==> config.mk <==
export PLATFORM = sky130hd
export DESIGN_NAME = present_sbox_layer_masked
export DESIGN_NICKNAME = d
export VERILOG_FILES = /design/src/rtl/present_sbox_layer_masked.sv
export SDC_FILE = /design/constraint.sdc
export NUM_CORES = 2
export LEC_CHECK = 0
export CAP_MARGIN = 30
export CORE_AREA = 2 2 273 275
export CTS_CLUSTER_DIAMETER = 120
export DETAILED_ROUTE_END_ITERATION = 10
export DIE_AREA = 0 0 275 277
export GPL_ROUTABILITY_DRIVEN = 0
export PLACE_DENSITY = 0.72
export SYNTH_ARGS = -nofsm -noshare
export SYNTH_HDL_FRONTEND = slang
export SYNTH_SLANG_ARGS = --single-unit --ignore-timing --ignore-initial --compat-mode --unroll-limit 50000
==> constraint.sdc <==
create_clock -name clk -period 17.1 [get_ports clk]
set_input_delay 3.42 -clock clk [delete_from_list [all_inputs] [get_ports clk]]
set_output_delay 3.42 -clock clk [all_outputs]
set_load 0.02 [all_outputs]
==> src/rtl/present_sbox_layer_masked.sv <==
// Two-share masked PRESENT S-box layer: NSBOX parallel lanes, one gadget register stage,
// valid/ready handshake with stall support and an optional share-wise output register.
module present_sbox_layer_masked #(
  parameter int NSBOX   = 16,
  parameter int OUT_REG = 0
) (
  input  logic                 clk,
  input  logic                 rst,
  input  logic                 in_valid,
  output logic                 in_ready,
  input  logic [4*NSBOX-1:0]   in_share0,
  input  logic [4*NSBOX-1:0]   in_share1,
  input  logic [8*NSBOX-1:0]   ran,
  output logic                 out_valid,
  input  logic                 out_ready,
  output logic [4*NSBOX-1:0]   out_share0,
  output logic [4*NSBOX-1:0]   out_share1
);

  localparam int W  = 4 * NSBOX;
  localparam int GW = 24;

  // ANF of the S-box: per output bit, one 16-bit monomial set (index = variable subset,
  // bit0 = a .. bit3 = d). Linear monomials live in LIN_ANF, the affine constant in AFF.
  localparam logic [63:0] NL_ANF  = 64'h28C0_2E08_3C80_0040;
  localparam logic [15:0] LIN_ANF = 16'hBCAD;
  localparam logic [3:0]  AFF     = 4'hC;

  typedef struct packed {
    logic [3:0] lin0;
    logic [3:0] lin1;
    logic [3:0] in0;
    logic [3:0] in1;
    logic [3:0] cx0;
    logic [3:0] cx1;
  } gadget_t;

  // Product of the variables in m, taking each from share k[v].
  function automatic logic mono(input logic [3:0] s0, input logic [3:0] s1,
                                input logic [3:0] m, input logic [3:0] k);
    logic p;
    p = 1'b1;
    for (int v = 0; v < 4; v++)
      if (m[v]) p = p & (k[v] ? s1[v] : s0[v]);
    return p;
  endfunction

  // Cross-domain products are split by the share index of their lowest variable and
  // blinded with r[j]; r[4+j] re-masks the share-0 inner sum against the share-1 cross sum.
  function automatic gadget_t first_half(input logic [3:0] s0, input logic [3:0] s1,
                                         input logic [7:0] r);
    gadget_t    g;
    logic [3:0] m4;
    logic [3:0] k4;
    int         lo;
    g = '0;
    for (int j = 0; j < 4; j++) begin
      for (int v = 0; v < 4; v++)
        if (LIN_ANF[4*j+v]) begin
          g.lin0[j] = g.lin0[j] ^ s0[v];
          g.lin1[j] = g.lin1[j] ^ s1[v];
        end
      g.lin0[j] = g.lin0[j] ^ AFF[j];
      for (int m = 0; m < 16; m++) begin
        m4 = 4'(m);
        lo = 0;
        for (int v = 3; v >= 0; v--)
          if (m4[v]) lo = v;
        if (NL_ANF[16*j+m]) begin
          for (int k = 0; k < 16; k++) begin
            k4 = 4'(k);
            if ((k4 & ~m4) == 4'h0) begin
              if (k4 == 4'h0)      g.in0[j] = g.in0[j] ^ mono(s0, s1, m4, k4);
              else if (k4 == m4)   g.in1[j] = g.in1[j] ^ mono(s0, s1, m4, k4);
              else if (k4[lo])     g.cx1[j] = g.cx1[j] ^ mono(s0, s1, m4, k4);
              else                 g.cx0[j] = g.cx0[j] ^ mono(s0, s1, m4, k4);
            end
          end
        end
      end
      g.cx0[j] = g.cx0[j] ^ r[j];
      g.cx1[j] = g.cx1[j] ^ r[j] ^ r[4+j];
      g.in0[j] = g.in0[j] ^ r[4+j];
    end
    return g;
  endfunction

  logic              v1_q, v1_d, v2_q, v2_d;
  logic              accept, load2, leave1;
  logic [GW*NSBOX-1:0] st_q, st_d;
  logic [W-1:0]      o0_q, o0_d, o1_q, o1_d;
  logic [W-1:0]      g0, g1;
  gadget_t           g_lane;

  always_comb begin
    in_ready  = 1'b0;
    out_valid = 1'b0;
    load2     = 1'b0;
    v2_d      = 1'b0;
    leave1    = 1'b0;
    if (OUT_REG != 0) begin
      load2     = v1_q & (~v2_q | out_ready);
      v2_d      = load2 | (v2_q & ~out_ready);
      leave1    = load2;
      out_valid = v2_q;
    end else begin
      leave1    = out_ready;
      out_valid = v1_q;
    end
    in_ready = ~v1_q | leave1;
    accept   = in_valid & in_ready;
    v1_d     = accept | (v1_q & ~leave1);
  end

  always_comb begin
    st_d = st_q;
    if (accept)
      for (int i = 0; i < NSBOX; i++)
        st_d[GW*i +: GW] = first_half(in_share0[4*i +: 4], in_share1[4*i +: 4], ran[8*i +: 8]);
  end

  // Second gadget half: share-wise recombination of registered terms only.
  always_comb begin
    g0     = '0;
    g1     = '0;
    g_lane = '0;
    for (int i = 0; i < NSBOX; i++) begin
      g_lane        = st_q[GW*i +: GW];
      g0[4*i +: 4]  = g_lane.lin0 ^ g_lane.in0 ^ g_lane.cx0;
      g1[4*i +: 4]  = g_lane.lin1 ^ g_lane.in1 ^ g_lane.cx1;
    end
  end

  always_comb begin
    o0_d = o0_q;
    o1_d = o1_q;
    if (load2) begin
      o0_d = g0;
      o1_d = g1;
    end
  end

  always_ff @(posedge clk or posedge rst) begin
    if (rst) begin
      v1_q <= 1'b0;
      v2_q <= 1'b0;
      st_q <= '0;
      o0_q <= '0;
      o1_q <= '0;
    end else begin
      v1_q <= v1_d;
      v2_q <= v2_d;
      st_q <= st_d;
      o0_q <= o0_d;
      o1_q <= o1_d;
    end
  end

  assign out_share0 = (OUT_REG != 0) ? o0_q : g0;
  assign out_share1 = (OUT_REG != 0) ? o1_q : g1;

endmodule
==> metrics.txt <==
Worst Reg-to-Reg Cells 6; Worst R2R End st_q[381]; unrepaired setup endpoints after global routing no; Clock Skew 0.01763 ns; dominant cell by count in the synthesized netlist xnor2_1; die area 76180 sq um; fin crit period 8.171 ns; Avg Cell Area, Syn roughly 8.8 sq um; critical path required time 13.68 ns; HPWL after detailed placement about 55000 um; die height between 200 and 300 um; EDFF count, synth 0; Crit path largest cell delay 0.65 ns; Post-Syn Area between 30000 and 40000 sq um; CP bufs+invs 2; CP delay by family, top buffers and inverters; I/O Pins 390; worst setup path endpoint in_ready; Initial Utilization roughly 45%; IR drop worst, VDD 0.09982 mV; Area growth syn-to-layout 16.93%; worst setup margin 8.929 ns; CP Class in -> out; WL/cell 15.50 um; achievable clock frequency 122.4 MHz; crit-path cells clkdlybuf4s50_1 > nand2b_1 > clkdlybuf4s50_1; CP max-delay cell clkdlybuf4s50_1; Crit. path cell count 3; first-iteration detailed-routing DRC count 1488; fin crit share 47.78%; reg-to-reg slack, setup about 13 ns; Worst setup EP type primary output; largest net degree at the start of global routing 243; WL final 77070 um; clock slew at reported path FFs 0.05 ns; row cnt 100; H-tree depth 2; Resized cells post-CTS 0; vias in the first global route 25026; cts hold-fix bufs 0; Power Density 107.6 nW/um^2; DP Worst Slack 8.928 ns; cts bufs inserted 48; Vias between 20000 and 30000; Slew Viols, Final 0; clock latency on the worst-skew pair 0.58 ns; Root Driver clkbuf_16; fillers 6758; syn_nets 4208; Hold Vio Cnt, Final 0; core area 73570 sq um; setup tns final 0 ns; count of cell types in the netlist 95; Worst-Margin Slew a little under 1 ns; GRT Overall Usage between 20% and 30%; Worst setup SP type input pin; maximum clock path buffer count 3; sequential share of the synthesized area about 29%; Synth Warn # 0; post-DR vias/cell between 5 and 6; Critical Path AT 4.75 ns; CP Launch Point out_ready; CTS sink cnt about 390; TritonCTS clock tree yes; RR Startpoint out_valid; initial antenna violation count 12; Post-layout nets 4382; layout cells sized above 1 5.425%; cell taking the most area after synthesis dfrtp_1; Post-synth top cells xnor2_1 (779), nand2_1 (637), o21ai_0 (408); setup repair bufs after CTS 0; Inst Count DP around 4900; crit-path max FO 5; # setup viols final 0; port buffer count 389; Initial DRT Pass Iterations 5; post-synth top area share 28.86%; Mapped Cells 3788; global-route wire length before repair 128500 um; max_cap viols 0; Top FF cell, synth dfrtp_1; status complete, no violations; Die Span X between 200 and 300 um; total gr overflow 0; Post-DRT Antenna Nets 0; Post-route DRC 0; largest cells by area after synthesis dfrtp_1 (29%), xnor2_1 (20%), nand2_1 (7.2%); Static Leakage 15.86 nW; Max transition margin 34.46%; min-delay worst type reg -> reg; Seq cells post-synth 385; most used cell, CP clkdlybuf4s50_1; FFs w/ async S/R, synth 100.0%; final non-filler cell total 4973
-- worst min-delay path: stages, from the launching register on --
cell	delay (ns)
dfrtp_1	0.35
nand2_1	0.05
o21ai_0	0.06
-- area by class of cell --
type                            instances  area, sq um  share of cell area, %
Multi-Input combinational cell       3045        22240                  56.98
Sequential cell                       385         9634                  24.68
Timing Repair Buffer                  398         3999                  10.25
Clock buffer                           65         1386                  3.552
Tap cell                              969         1212                  3.106
Inverter                               84        322.8                 0.8271
Clock inverter                         23        227.7                 0.5834
Antenna cell                            4        10.01                0.02565
-- worst min path at each step --
stage	from	end	cells after the start
3_5_place_dp	st_q[123]	st_q[123]	2
5_1_grt	st_q[286]	st_q[286]	2
6_report	st_q[91]	st_q[91]	2
3_3_place_gp	st_q[279]	st_q[279]	2
2_1_floorplan	st_q[267]	st_q[267]	2
4_1_cts	st_q[3]	st_q[3]	2
-- registers in the layout (all words and copies together), names as in the netlist --
signal / flops
out_valid: 1
st_q: 384
-- cell usage in the layout (no fill, tap or decap), types with 7 or more instances in the layout --
cell type / n
clkinv_2: 15
o211ai_1: 13
nand3_1: 45
a211oi_1: 9
and3b_1: 7
o22ai_1: 27
ha_1: 128
a21oi_1: 107
nand2b_1: 34
fa_1: 32
nor3_1: 18
nor2b_1: 42
clkbuf_16: 49
and2_1: 11
o21ai_1: 9
dfrtp_1: 385
xor2_1: 203
mux2i_1: 53
clkdlybuf4s50_1: 389
nor3b_1: 15
a32oi_1: 17
nand3b_1: 21
and3_1: 14
o21ai_0: 408
o31ai_1: 16
a21o_1: 10
o22a_1: 7
xnor2_1: 779
a31oi_1: 10
mux2_2: 81
a22oi_1: 21
a21boi_0: 17
inv_1: 79
nor2_1: 87
nand2_1: 636
xnor3_1: 43
clkbuf_8: 10
-- report_power, final --
group	switching [W]	internal (W)	leakage, nW
combinational	0.000965	0.000945	10.3
sequential	0.000137	0.00111	4.72
clock	0.000416	0.000627	0.807
total	0.00152	0.00268	15.9
-- cells by family after synthesis --
kind of cell    count (synthesis)  share of synthesized area [%]
compound gates                749                          13.36
simple gates                  962                          12.72
fa+ha+maj                     160                          6.717
mux                           137                          4.446
xor+xnor                     1037                          29.35
buf+inv                       358                          4.536
flops                         385                          28.86
-- layer usage --
layer	vias to the layer above	routed length, um	GRT usage (%)
met5	-	100	0
met4	14	1690	5.295
met3	120	3813	3.642
met2	472	36840	33.69
met1	12025	34630	26.77
li1	12966	-	-
-- metrics by stage --
step	hold slack (ns)	util (%)	total power (W)	cell area, sq um
finish	0.4946	53.05	0.004200	39030
global route	0.5235	53.05	0.004466	39030
CTS	0.5024	53.04	0.004269	39020
detailed placement	0.4903	50.84	0.003189	37410
global placement	0.4809	50.82	0.003161	37390
floorplan	0.4694	-	0.002460	33380
Note: power is estimated with default switching activity, not from simulation.
